**src/rtl/mips_pkg.sv**
```systemverilog
// Shared opcodes, FSM state encoding and datapath control encodings for the
// multicycle MIPS controller.
package mips_pkg;

  localparam logic [5:0] OP_RTYPE = 6'b000000;
  localparam logic [5:0] OP_LW    = 6'b100011;
  localparam logic [5:0] OP_SW    = 6'b101011;
  localparam logic [5:0] OP_BEQ   = 6'b000100;
  localparam logic [5:0] OP_J     = 6'b000010;
  localparam logic [5:0] OP_ADDI  = 6'b001000;

  localparam logic [1:0] ALU_B_RT    = 2'b00;
  localparam logic [1:0] ALU_B_FOUR  = 2'b01;
  localparam logic [1:0] ALU_B_IMM   = 2'b10;
  localparam logic [1:0] ALU_B_IMMSH = 2'b11;

  localparam logic [1:0] ALU_OP_ADD   = 2'b00;
  localparam logic [1:0] ALU_OP_SUB   = 2'b01;
  localparam logic [1:0] ALU_OP_FUNCT = 2'b10;

  localparam logic [1:0] PC_SRC_ALU    = 2'b00;
  localparam logic [1:0] PC_SRC_ALUOUT = 2'b01;
  localparam logic [1:0] PC_SRC_JUMP   = 2'b10;

  typedef enum logic [3:0] {
    StIdle    = 4'd0,
    StFetch   = 4'd1,
    StDecode  = 4'd2,
    StMemAdr  = 4'd3,
    StMemRd   = 4'd4,
    StMemWb   = 4'd5,
    StMemWr   = 4'd6,
    StExec    = 4'd7,
    StAluWb   = 4'd8,
    StBranch  = 4'd9,
    StJump    = 4'd10,
    StAddiEx  = 4'd11,
    StAddiWb  = 4'd12,
    StIllegal = 4'd13
  } state_t;

endpackage

```
**src/rtl/mc_output_decode.sv**
```systemverilog
// Moore output decode for the multicycle controller; only the FETCH-state
// IR/PC loads look at mem_ready.
module mc_output_decode
  import mips_pkg::*;
(
  input  state_t     state,
  input  logic       mem_ready,
  output logic       pc_write,
  output logic       pc_write_cond,
  output logic       i_or_d,
  output logic       mem_read,
  output logic       mem_write,
  output logic       ir_write,
  output logic       mem_to_reg,
  output logic       reg_dst,
  output logic       reg_write,
  output logic       alu_src_a,
  output logic [1:0] alu_src_b,
  output logic [1:0] alu_op,
  output logic [1:0] pc_src,
  output logic       illegal
);

  always_comb begin
    pc_write      = 1'b0;
    pc_write_cond = 1'b0;
    i_or_d        = 1'b0;
    mem_read      = 1'b0;
    mem_write     = 1'b0;
    ir_write      = 1'b0;
    mem_to_reg    = 1'b0;
    reg_dst       = 1'b0;
    reg_write     = 1'b0;
    alu_src_a     = 1'b0;
    alu_src_b     = ALU_B_RT;
    alu_op        = ALU_OP_ADD;
    pc_src        = PC_SRC_ALU;
    illegal       = 1'b0;

    unique case (state)
      StFetch: begin
        mem_read  = 1'b1;
        alu_src_b = ALU_B_FOUR;
        ir_write  = mem_ready;
        pc_write  = mem_ready;
      end
      // Branch target is precomputed here while the register file is read.
      StDecode: alu_src_b = ALU_B_IMMSH;
      StMemAdr: begin
        alu_src_a = 1'b1;
        alu_src_b = ALU_B_IMM;
      end
      StMemRd: begin
        mem_read = 1'b1;
        i_or_d   = 1'b1;
      end
      StMemWb: begin
        reg_write  = 1'b1;
        mem_to_reg = 1'b1;
      end
      StMemWr: begin
        mem_write = 1'b1;
        i_or_d    = 1'b1;
      end
      StExec: begin
        alu_src_a = 1'b1;
        alu_op    = ALU_OP_FUNCT;
      end
      StAluWb: begin
        reg_write = 1'b1;
        reg_dst   = 1'b1;
      end
      StBranch: begin
        alu_src_a     = 1'b1;
        alu_op        = ALU_OP_SUB;
        pc_src        = PC_SRC_ALUOUT;
        pc_write_cond = 1'b1;
      end
      StJump: begin
        pc_src   = PC_SRC_JUMP;
        pc_write = 1'b1;
      end
      StAddiEx: begin
        alu_src_a = 1'b1;
        alu_src_b = ALU_B_IMM;
      end
      StAddiWb:  reg_write = 1'b1;
      StIllegal: illegal = 1'b1;
      default: ;
    endcase
  end

endmodule

```
**src/rtl/multicycle_controller.sv**
```systemverilog
// Multicycle MIPS control FSM: state register, next-state logic and the
// retired-instruction counter; outputs come from mc_output_decode.
module multicycle_controller
  import mips_pkg::*;
#(
  parameter int unsigned CNT_W = 32
) (
  input  logic             clk,
  input  logic             rst,
  input  logic [5:0]       opcode,
  input  logic             mem_ready,
  output logic             pc_write,
  output logic             pc_write_cond,
  output logic             i_or_d,
  output logic             mem_read,
  output logic             mem_write,
  output logic             ir_write,
  output logic             mem_to_reg,
  output logic             reg_dst,
  output logic             reg_write,
  output logic             alu_src_a,
  output logic [1:0]       alu_src_b,
  output logic [1:0]       alu_op,
  output logic [1:0]       pc_src,
  output logic             illegal,
  output logic [3:0]       state,
  output logic [CNT_W-1:0] instr_count
);

  state_t           state_q, state_d;
  logic [CNT_W-1:0] count_q;
  logic             retire;

  always_comb begin
    state_d = state_q;
    retire  = 1'b0;
    unique case (state_q)
      StIdle:   state_d = StFetch;
      StFetch:  state_d = mem_ready ? StDecode : StFetch;
      StDecode: begin
        unique case (opcode)
          OP_RTYPE:     state_d = StExec;
          OP_LW, OP_SW: state_d = StMemAdr;
          OP_BEQ:       state_d = StBranch;
          OP_J:         state_d = StJump;
          OP_ADDI:      state_d = StAddiEx;
          default:      state_d = StIllegal;
        endcase
      end
      StMemAdr: state_d = (opcode == OP_LW) ? StMemRd : StMemWr;
      StMemRd:  state_d = mem_ready ? StMemWb : StMemRd;
      StMemWr: begin
        state_d = mem_ready ? StFetch : StMemWr;
        retire  = mem_ready;
      end
      StExec:   state_d = StAluWb;
      StAddiEx: state_d = StAddiWb;
      StMemWb, StAluWb, StBranch, StJump, StAddiWb: begin
        state_d = StFetch;
        retire  = 1'b1;
      end
      // Illegal instructions are not counted as retired.
      StIllegal: state_d = StFetch;
      default:   state_d = StFetch;
    endcase
  end

  always_ff @(posedge clk or negedge rst) begin
    if (!rst) begin
      state_q <= StIdle;
      count_q <= '0;
    end else begin
      state_q <= state_d;
      if (retire) count_q <= count_q + CNT_W'(1);
    end
  end

  assign state       = state_q;
  assign instr_count = count_q;

  mc_output_decode u_decode (
    .state         (state_q),
    .mem_ready     (mem_ready),
    .pc_write      (pc_write),
    .pc_write_cond (pc_write_cond),
    .i_or_d        (i_or_d),
    .mem_read      (mem_read),
    .mem_write     (mem_write),
    .ir_write      (ir_write),
    .mem_to_reg    (mem_to_reg),
    .reg_dst       (reg_dst),
    .reg_write     (reg_write),
    .alu_src_a     (alu_src_a),
    .alu_src_b     (alu_src_b),
    .alu_op        (alu_op),
    .pc_src        (pc_src),
    .illegal       (illegal)
  );

endmodule

```
**config.mk**
```make
export PLATFORM = sky130hd
export DESIGN_NAME = multicycle_controller
export DESIGN_NICKNAME = d
export VERILOG_FILES = /design/src/rtl/mips_pkg.sv /design/src/rtl/mc_output_decode.sv /design/src/rtl/multicycle_controller.sv
export SDC_FILE = /design/constraint.sdc
export NUM_CORES = 1
export LEC_CHECK = 0
export ABC_CLOCK_PERIOD_IN_PS = 2700
export CAP_MARGIN = 15
export CORE_UTILIZATION = 50
export CTS_CLUSTER_SIZE = 8
export DETAILED_ROUTE_END_ITERATION = 10
export MAX_ROUTING_LAYER = met4
export PLACE_DENSITY = 0.85
export SETUP_SLACK_MARGIN = 0.2
export SKIP_LAST_GASP = 1
export SYNTH_ARGS = -nofsm -noshare
export SYNTH_HDL_FRONTEND = slang
export SYNTH_SLANG_ARGS = --single-unit
```
**constraint.sdc**
```tcl
create_clock -name clk -period 2.7 [get_ports clk]
set_input_delay 0.27 -clock clk [delete_from_list [all_inputs] [get_ports clk]]
set_output_delay 0.27 -clock clk [all_outputs]
set_load 0.005 [all_outputs]
```
==> impl_metrics.tcl <==
set metrics [dict create \
    fin_skew_ps 4.876 \
    dieHeight_um 64.74 \
    tns_ps 0 \
    drv_slew 0 \
    clockBufferDepth 2 \
    antenna_cells 0 \
    sw_frac_of_total_pct 30.72 \
    post-cts-setup-buffers 0 \
    syn_area_per_cell_um2 10.25 \
    multi_input_area_um2 1032 \
    drt_iter0_drc 75 \
    clk_pin_slew_ps 70 \
    r2r-end "instr_count[18]" \
    yosys-top-cells-count "dfrtp_1 (36), xnor2_1 (30), nand2_1 (20), nand3_1 (14), nor2_1 (13)" \
    crit_path_cell_trace "nand2b_1 > nor2_1 > or2_2 > clkdlybuf4s50_1" \
    vias_per_cell 5.466 \
    yosys-mux-area-fraction_pct 0.5722 \
    worst_pin_slew_ps 521.9 \
    clock_latency_ps 290 \
    grt_max_degree 37 \
    grt_overflow_total 0 \
    power-per-cell-area_nw_per_um2 790.6 \
    cpLargestDelayFamily "simple AND/OR/NAND/NOR gates" \
    yosys.area_share.adder_pct 1.208 \
    synthToLayoutAreaGrowth_pct 41.20 \
    ys_ff_latch 36 \
    postSynthCellCount 192 \
    synth.most_common_cell "dfrtp_1" \
    antenna_found_initial 0 \
    min_period_over_period_pct 87.36 \
    placedCellCount 297 \
    critPathArrivalTime_ps 2090 \
    portBuffers 61 \
    power_frac_seq_pct 35.1 \
    initial_core_util_pct 52.96 \
    synthTopCellsByArea "dfrtp_1 (46%), xnor2_1 (13%), nand2_1 (3.8%)" \
    slowest_stage "dfrtp_1" \
    cp_data_required_time_ps 2430 \
    grt_pass1_vias 1578 \
    vias 1667 \
    clockPowerShare_pct 29.8 \
    irDropWorstVdd_uv 741.1 \
    rsz0062_at_grt "false" \
    cts_resized 0 \
    status "finished, final reports clean" \
    nNetsFinal 266 \
    final_layout_size_suffix_gt1_share_pct 8.949 \
    synth-edff-count 0 \
    num_io_pins 62 \
    clock-sinks 36 \
    first_pass_iters 4 \
    hpwl_um 3119 \
    std_cell_rows 22 \
    syn_area_um2 1968 \
    setup_viol_count_final 0 \
    yosysTopAreaCell "dfrtp_1" \
    ys_seq_area_share_pct 45.77 \
    ys_types 42 \
    critical_path_class "reg -> out" \
    max_stage_delay_ps 670 \
    clock_tree.htree_level_count 2 \
    reg2reg_slack_ps 770 \
    seqCellArea_um2 902.1 \
    num-fill-cells 280 \
    fin_cells 305 \
    cts_buffers 5 \
    cts_hold_buf 0 \
    slew_headroom_pct 65.21 \
    ys_async_sr_fraction_pct 100.0 \
    synthXorXnorAreaFrac_pct 14.69 \
    synth_compound_area_share_pct 9.727 \
    synth_top_family_by_area "simple AND/OR/NAND/NOR gates" \
    core_um2 3716 \
    fin_util_pct 74.78 \
    period_needed_ps 2359 \
    syn_nets 202 \
    path_max_fanout 18 \
    cp-end-kind "output pin" \
    dieArea_um2 4191 \
    max_freq_ghz 0.4240 \
    p_switching_mw 0.6749 \
    p_leak_nw 1.159 \
    cap_viol_max_count 0 \
    min_path_type "in -> async" \
    power.internal_mw 1.522 \
    hold_violations 0 \
    rr_worst_depth 5 \
    die_x_um 64.74 \
    synth_ff_type "dfrtp_1" \
    cts_tree "done" \
    track_usage_pct 24.20 \
    yosys.area_share.simple_pct 26.26 \
    cts-root-buf "clkbuf_8" \
    wl_per_cell_um 14.51 \
    drcViolationCount 0 \
    p_comb_share_pct 35.1 \
    routed_wl_um 4427 \
    gp_congestion 0.8619 \
    crit_buf_inv 1 \
    grt_pass1_wl_um 7562 \
    synth_top_area_share_pct 45.77 \
    r2r_start "state[0]" \
    yosys_warnings 0 \
    crit_start "state[0]" \
    cp-start-kind "flop" \
    ant_nets 0 \
]
==> stage by stage <==
step / total power [mW] / hold WS (ps) / setup WS, ps / area [um^2]
4_1_cts: 2.207 / 412.3 / 304.0 / 2778
3_3_place_gp: 1.531 / 462.7 / 658.9 / 2619
6_report: 2.197 / 395.4 / 341.4 / 2779
3_5_place_dp: 1.544 / 466.5 / 628.2 / 2619
2_1_floorplan: 1.149 / -25.59 / 1146 / 1968
5_1_grt: 2.320 / 427.8 / 237.0 / 2779
==> cell usage in the layout, fill, tap and decap left out, types with 2 or more instances in the layout <==
master / n
bufinv_16: 3
xnor2_1: 30
xor2_1: 3
clkdlybuf4s50_1: 61
clkbuf_8: 5
inv_1: 2
dfrtp_1: 35
and3b_1: 2
nand4_1: 7
nor2_1: 13
nor3_1: 6
and4_1: 4
nand2_1: 20
and2_1: 3
a21oi_1: 4
or2_2: 2
a21boi_0: 3
and3_1: 6
a21oi_4: 2
nand2b_1: 2
o21ai_0: 6
nand3_1: 14
o31a_1: 2
and2b_1: 2
==> metal layers <==
metal  track usage (%)  wire length, um
met3             6.338              195
met5                 -                0
met1             32.36             2008
met4             6.667               51
met2             36.20             2172
==> logic make-up (layout without fill, tap and decap cells) <==
family | Yosys count | in the layout
xor+xnor | 33 | 33
compound gates | 24 | 24
mux | 1 | 1
fa+ha+maj | 2 | 2
simple gates | 89 | 89
buf+inv | 7 | 72
flops | 36 | 36
==> state kept, by name, indices dropped and copies added, names as in the netlist <==
name,flops
instr_count,32
state,4
==> worst max path at each step <==
stage | to | slack [ps] | cells after the start
global placement | pc_write | 660 | 4
global route | pc_write | 240 | 4
CTS | pc_write | 300 | 4
finish | pc_write | 340 | 4
detailed placement | pc_write | 630 | 4
floorplan | instr_count[1] | 1150 | 3
==> area by class of cell <==
cell class	count	share of cell area (%)
Clock buffer	5	2.476
Clock inverter	3	3.242
Inverter	2	0.2701
Multi-Input combinational cell	149	37.15
Sequential cell	36	32.46
Tap cell	48	2.161
Timing Repair Buffer	62	22.24
==> power by group through the flow <==
stage	clock (mW)	sequential, mW	combinational [mW]
floorplan	0	0.704	0.445
global placement	0	0.771	0.760
detailed placement	0	0.777	0.767
CTS	0.665	0.767	0.775
global route	0.694	0.792	0.835
finish	0.655	0.771	0.771
Note: power is estimated with default switching activity, not from simulation.
